$ cat config.mk
export PLATFORM = sky130hd
export DESIGN_NAME = fpu_req_arbiter
export DESIGN_NICKNAME = d
export VERILOG_FILES = /design/src/rtl/fpu_req_arbiter.sv
export SDC_FILE = /design/constraint.sdc
export NUM_CORES = 1
export LEC_CHECK = 0
export CAP_MARGIN = 20
export CORE_AREA = 2 2 131 133
export CTS_CLUSTER_DIAMETER = 80
export DETAILED_ROUTE_END_ITERATION = 8
export DIE_AREA = 0 0 133 135
export DONT_BUFFER_PORTS = 1
export PLACE_DENSITY = 0.62
export SLEW_MARGIN = 25
export SYNTH_ARGS = -nofsm -noshare
export SYNTH_HDL_FRONTEND = slang
export SYNTH_SLANG_ARGS = --single-unit
$ cat constraint.sdc
create_clock -name clk -period 5.1 [get_ports clk]
set_clock_uncertainty 0.15 [all_clocks]
set_input_delay 1.02 -clock clk [delete_from_list [all_inputs] [get_ports clk]]
set_output_delay 1.02 -clock clk [all_outputs]
set_load 0.02 [all_outputs]
$ cat src/rtl/fpu_req_arbiter.sv
// fpu_req_arbiter: shares one single-precision FPU datapath between two
// requesters. Round-robin grant, one operation in flight, per-opcode latency,
// result returned on a per-requester valid/ready response channel together
// with a divide-by-zero flag.
//
// Optional feature macro: FPU_ARB_STATS_EN
//   defined   -> stat_ops0/stat_ops1 count completed ops (saturating)
//   undefined -> counters not built, stat ports tied to 0
//
// Ports:
//   clk, rst_n                 clock (rising edge), async active-low reset
//   reqN_valid/ready           op request handshake (ready is combinational)
//   reqN_a/b/opcode            operands and opcode (00 ADD, 01 SUB, 10 DIV, 11 MUL)
//   rspN_valid/ready           result handshake
//   rspN_result/dz             result and divide-by-zero flag
//   fpu_a/b/opcode             registered operands to the FPU
//   fpu_result                 FPU result
//   busy                       op in flight
//   stat_ops0/1                completed-op counters
module fpu_req_arbiter #(
  parameter int unsigned ADD_LAT = 1,
  parameter int unsigned MUL_LAT = 1,
  parameter int unsigned DIV_LAT = 1,
  parameter int unsigned CNT_W   = 16
) (
  input  logic              clk,
  input  logic              rst_n,
  input  logic              req0_valid,
  output logic              req0_ready,
  input  logic [31:0]       req0_a,
  input  logic [31:0]       req0_b,
  input  logic [1:0]        req0_opcode,
  output logic              rsp0_valid,
  input  logic              rsp0_ready,
  output logic [31:0]       rsp0_result,
  output logic              rsp0_dz,
  input  logic              req1_valid,
  output logic              req1_ready,
  input  logic [31:0]       req1_a,
  input  logic [31:0]       req1_b,
  input  logic [1:0]        req1_opcode,
  output logic              rsp1_valid,
  input  logic              rsp1_ready,
  output logic [31:0]       rsp1_result,
  output logic              rsp1_dz,
  output logic [31:0]       fpu_a,
  output logic [31:0]       fpu_b,
  output logic [1:0]        fpu_opcode,
  input  logic [31:0]       fpu_result,
  output logic              busy,
  output logic [CNT_W-1:0]  stat_ops0,
  output logic [CNT_W-1:0]  stat_ops1
);

  // A latency of 0 is treated as 1
  localparam int unsigned ADD_L = (ADD_LAT == 0) ? 1 : ADD_LAT;
  localparam int unsigned MUL_L = (MUL_LAT == 0) ? 1 : MUL_LAT;
  localparam int unsigned DIV_L = (DIV_LAT == 0) ? 1 : DIV_LAT;
  localparam int unsigned MAX_AM = (ADD_L > MUL_L) ? ADD_L : MUL_L;
  localparam int unsigned MAX_L  = (MAX_AM > DIV_L) ? MAX_AM : DIV_L;
  localparam int unsigned LAT_W  = $clog2(MAX_L + 1);

  typedef enum logic {S_IDLE, S_EXEC} state_t;

  state_t             r_state;
  logic               r_last;
  logic               r_owner;
  logic [LAT_W-1:0]   r_cnt;
  logic               r_dz;
  logic [31:0]        r_fpu_a;
  logic [31:0]        r_fpu_b;
  logic [1:0]         r_fpu_op;
  logic               r_rsp0_valid;
  logic [31:0]        r_rsp0_result;
  logic               r_rsp0_dz;
  logic               r_rsp1_valid;
  logic [31:0]        r_rsp1_result;
  logic               r_rsp1_dz;

  logic               w_idle;
  logic               w_elig0;
  logic               w_elig1;
  logic               w_gnt0;
  logic               w_gnt1;
  logic               w_hs;
  logic               w_done;
  logic [31:0]        w_sel_a;
  logic [31:0]        w_sel_b;
  logic [1:0]         w_sel_op;
  logic               w_sel_dz;
  logic [LAT_W-1:0]   w_lat;

  // Eligibility uses the registered response valid, so a consume in cycle C
  // only makes the requester eligible from C+1.
  assign w_idle  = (r_state == S_IDLE);
  assign w_elig0 = req0_valid & ~r_rsp0_valid;
  assign w_elig1 = req1_valid & ~r_rsp1_valid;
  // On a tie the requester that was not served last wins
  assign w_gnt0  = w_idle & w_elig0 & (~w_elig1 | r_last);
  assign w_gnt1  = w_idle & w_elig1 & (~w_elig0 | ~r_last);
  assign w_hs    = w_gnt0 | w_gnt1;
  assign w_done  = (r_state == S_EXEC) && (r_cnt == '0);

  assign req0_ready = w_gnt0;
  assign req1_ready = w_gnt1;

  assign w_sel_a  = w_gnt1 ? req1_a      : req0_a;
  assign w_sel_b  = w_gnt1 ? req1_b      : req0_b;
  assign w_sel_op = w_gnt1 ? req1_opcode : req0_opcode;
  // Sign bit ignored so both +0 and -0 flag divide-by-zero
  assign w_sel_dz = (w_sel_op == 2'b10) && (w_sel_b[30:0] == 31'd0);

  // Per-opcode latency load value
  always_comb begin
    w_lat = LAT_W'(ADD_L);
    case (w_sel_op)
      2'b10:   w_lat = LAT_W'(DIV_L);
      2'b11:   w_lat = LAT_W'(MUL_L);
      default: w_lat = LAT_W'(ADD_L);
    endcase
  end

  // Arbitration FSM, operand latch and response registers
  always_ff @(posedge clk or negedge rst_n) begin
    if (!rst_n) begin
      r_state       <= S_IDLE;
      r_last        <= 1'b1;
      r_owner       <= 1'b0;
      r_cnt         <= '0;
      r_dz          <= 1'b0;
      r_fpu_a       <= '0;
      r_fpu_b       <= '0;
      r_fpu_op      <= '0;
      r_rsp0_valid  <= 1'b0;
      r_rsp0_result <= '0;
      r_rsp0_dz     <= 1'b0;
      r_rsp1_valid  <= 1'b0;
      r_rsp1_result <= '0;
      r_rsp1_dz     <= 1'b0;
    end else begin
      if (r_rsp0_valid && rsp0_ready) r_rsp0_valid <= 1'b0;
      if (r_rsp1_valid && rsp1_ready) r_rsp1_valid <= 1'b0;

      if (r_state == S_IDLE) begin
        if (w_hs) begin
          r_fpu_a  <= w_sel_a;
          r_fpu_b  <= w_sel_b;
          r_fpu_op <= w_sel_op;
          r_owner  <= w_gnt1;
          r_last   <= w_gnt1;
          r_cnt    <= w_lat;
          r_dz     <= w_sel_dz;
          r_state  <= S_EXEC;
        end
      end else begin
        if (w_done) begin
          // Owner's response slot is known empty: it was required for grant
          if (r_owner) begin
            r_rsp1_valid  <= 1'b1;
            r_rsp1_result <= fpu_result;
            r_rsp1_dz     <= r_dz;
          end else begin
            r_rsp0_valid  <= 1'b1;
            r_rsp0_result <= fpu_result;
            r_rsp0_dz     <= r_dz;
          end
          r_state <= S_IDLE;
        end else begin
          r_cnt <= r_cnt - LAT_W'(1);
        end
      end
    end
  end

  assign fpu_a       = r_fpu_a;
  assign fpu_b       = r_fpu_b;
  assign fpu_opcode  = r_fpu_op;
  assign busy        = (r_state == S_EXEC);
  assign rsp0_valid  = r_rsp0_valid;
  assign rsp0_result = r_rsp0_result;
  assign rsp0_dz     = r_rsp0_dz;
  assign rsp1_valid  = r_rsp1_valid;
  assign rsp1_result = r_rsp1_result;
  assign rsp1_dz     = r_rsp1_dz;

`ifdef FPU_ARB_STATS_EN
  logic [CNT_W-1:0] r_stat0;
  logic [CNT_W-1:0] r_stat1;

  // Saturating completed-op counters, bumped when a response is set
  always_ff @(posedge clk or negedge rst_n) begin
    if (!rst_n) begin
      r_stat0 <= '0;
      r_stat1 <= '0;
    end else begin
      if (w_done && !r_owner && !(&r_stat0)) r_stat0 <= r_stat0 + CNT_W'(1);
      if (w_done &&  r_owner && !(&r_stat1)) r_stat1 <= r_stat1 + CNT_W'(1);
    end
  end

  assign stat_ops0 = r_stat0;
  assign stat_ops1 = r_stat1;
`else
  assign stat_ops0 = '0;
  assign stat_ops1 = '0;
`endif

endmodule

==> impl_metrics.toml <==
[floorplanning]
die_x_um = 133
die_area_sq_um = 18000
die_h_um = 135
initial_utilization_pct = 36.7
pin_count = 339
row_count = 47
core_sq_um = 16400

[grt]
grt_max_degree = 140
track_usage_pct = 17.4
overflow = 0
antenna_found_initial = 0
grt_pass1_vias = 4299
grt_pass1_wl_mm = 23.9

[cts]
clockBufferDepth = 2
cts_resized = 0
cts_root_buf = "clkbuf_16"
cts_buffers = 17
htreeDepth = 4
path_clk_slew_ns = 0.07
post_cts_buffers = 0
postCtsHoldBufs = 0
cts_tree = "done"
clk-insertion-delay-late_ns = 0.42
cts_sinks = 139

[critical_path]
crit_required_ns = 3.93
crit_path_end_kind = "output pin"
cp.arrival_ns = 1.99
r2r_slack_ns = 2.42
timing.rr.start = "rsp1_valid"
crit_fanout = 33
worstSetupStartpointType = "primary input"
path_class = "in2out"
rr_worst_depth = 6
r2r-end = "r_dz"

[timing]
hold_viol_final = 0
finalSetupTns_ns = 0
report.final.slew_viol_count = 0
fin_crit_sh_pct = 62.0
layout_min_cycle_time_ns = 3.16
tightest_slew_ns = 0.910
fmax_mhz = 316
setup_viol = 0
grt_setup_unrepaired = "false"
relSlewSlack_pct = 39.3

[synthesis]
syn_avg_cell_area_sq_um = 11.1
yosys-top-cells-area = "dfrtp_1 (57%), mux2_2 (12%), nand2_1 (5.9%), a31oi_1 (4.7%), buf_4 (4.6%)"
synth_warnings = 0
synth_area_leader_cell = "dfrtp_1"
synth_cell_type_count = 32
seq_area_frac_synth_pct = 57.7
synthCells = 541
syn-cell-area_sq_um = 6030
ys_seq_elements = 139
synth_top_area_share_pct = 57.3

[power]
powerDensity_nw_per_um2 = 771
power_frac_comb_pct = 23.8
sw_frac_of_total_pct = 44.0
clockPowerShare_pct = 22.6
seqPwrFrac_pct = 53.6
p_int_mw = 2.87
irDropWorstVdd_uv = 416
switchingPower_mw = 2.25
p_leak_nw = 2.94
totalPowerFinal_mw = 5.12

[placement]
hpwl_mm = 11.5
post-place-cells = 732
place.gp.congestion = 0.814
post_dp_cell_area_sq_um = 6080
port_buffers = 0

[cells_and_area]
syn2layout_area_growth_pct = 10.1
n_fill_cell = 1566
drive_gt1_share_pct = 21.0
diodes = 0
design_area_sq_um = 6640
fin_nets = 701
final_cells = 764

[drt]
drc_errors = 0
num_vias = 4182
wl_per_cell_um = 20.7
ant_nets = 0
via_per_inst = 5.47
routed_wl_mm = 15.8
dr.pass1.iters = 8
drt_iter0_markers = 355

[min_path]
hp-class = "in2async"

[outcome]
outcome = "finished, final reports clean"

[flow_run]
maxCapViolations = 0
registers in the layout (all words and copies together), names as in the netlist:
register,count
rsp1_result,32
fpu_a,32
rsp1_dz,1
r_last,1
rsp1_valid,1
busy,1
r_dz,1
r_owner,1
rsp0_valid,1
fpu_opcode,2
rsp0_dz,1
rsp0_result,32
fpu_b,32
r_cnt,1
cell families after synthesis:
| group | Yosys count | share of synthesized area (%) |
|---|---|---|
| compound gates | 74 | 9.34 |
| other cells | 1 | 0.0622 |
| flops | 139 | 57.7 |
| mux | 66 | 12.3 |
| simple gates | 170 | 12.3 |
| buf+inv | 91 | 8.30 |
cell usage after synthesis, drive strengths merged:
cell type,number
nand2b,2
nor4,12
a2111oi,1
a21oi,1
buf,54
mux2,66
nor4b,3
o21ai,1
nor2,45
clkbuf,11
a222oi,22
nand3,3
nand4,2
a31oi,45
dfstp,1
inv,26
nand2,95
nor2b,1
or4,1
conb,1
nor3b,2
or2,1
dfrtp,138
nor3,3
a211o,2
a21o,2
through the flow:
step	setup WS [ns]	hold slack, ns	util (%)
after floorplan	2.15	0.297	-
after global placement	1.97	0.310	37.1
after detailed placement	1.92	0.318	37.1
after CTS	1.93	0.120	40.5
after global routing	1.85	0.117	40.5
final	1.94	0.144	40.5
placed cells by master, fill, tap and decap left out, types with 2 or more instances in the layout:
cell type,synthesis,final
buf_4,37,5
nor4_1,12,12
nand3_1,3,2
clkinvlp_4,0,2
inv_6,0,3
a21o_1,2,2
nor4b_1,2,2
inv_1,25,25
a31oi_1,45,45
clkinv_2,0,3
clkinv_4,0,3
clkbuf_16,0,17
nand2_1,95,95
a222oi_1,22,22
dfrtp_1,138,138
nor2_1,45,45
a211o_1,2,2
conb_1,1,32
inv_8,0,3
mux2_2,66,66
nand4_1,2,2
nor3_1,3,2
power groups by stage:
stage | logic, mW | clock network, mW | registers [mW]
floorplan | 1.08 | 0 | 2.60
global placement | 1.16 | 0 | 2.76
detailed placement | 1.24 | 0 | 2.77
CTS | 1.23 | 1.19 | 2.76
global route | 1.37 | 1.25 | 2.80
finish | 1.22 | 1.16 | 2.75
per-layer routing:
metal | GRT usage [%] | part of all wire, %
met5 | 0 | 0
met4 | 7.77 | 2.2
met2 | 30.3 | 52
met3 | 6.79 | 9.5
met1 | 18.8 | 36
worst max-delay path, stage by stage:
cell and delay [ns]:
nor2b_1 0.11, a211o_1 0.33, inv_2 0.52
how the worst max path moves through the flow:
stage / startpoint / end / slack [ns] / cells after the start
2_1_floorplan: req0_valid / req0_ready / 2.15 / 3
3_3_place_gp: req0_valid / req1_ready / 1.97 / 3
3_5_place_dp: req0_valid / req1_ready / 1.92 / 3
4_1_cts: req0_valid / req1_ready / 1.93 / 3
5_1_grt: rsp1_valid / req1_ready / 1.85 / 3
6_report: req0_valid / req1_ready / 1.94 / 3
final cells by class:
cell class / instances / area, sq um / area share [%]
clock inverter: 15 / 133 / 2.00
tap: 220 / 275 / 4.15
timing repair buffer: 5 / 37.5 / 0.566
multi-input combinational: 342 / 2190 / 33.0
sequential: 139 / 3480 / 52.4
clock buffer: 17 / 425 / 6.41
inverter: 26 / 97.6 / 1.47
Note: power is estimated with default switching activity, not from simulation.
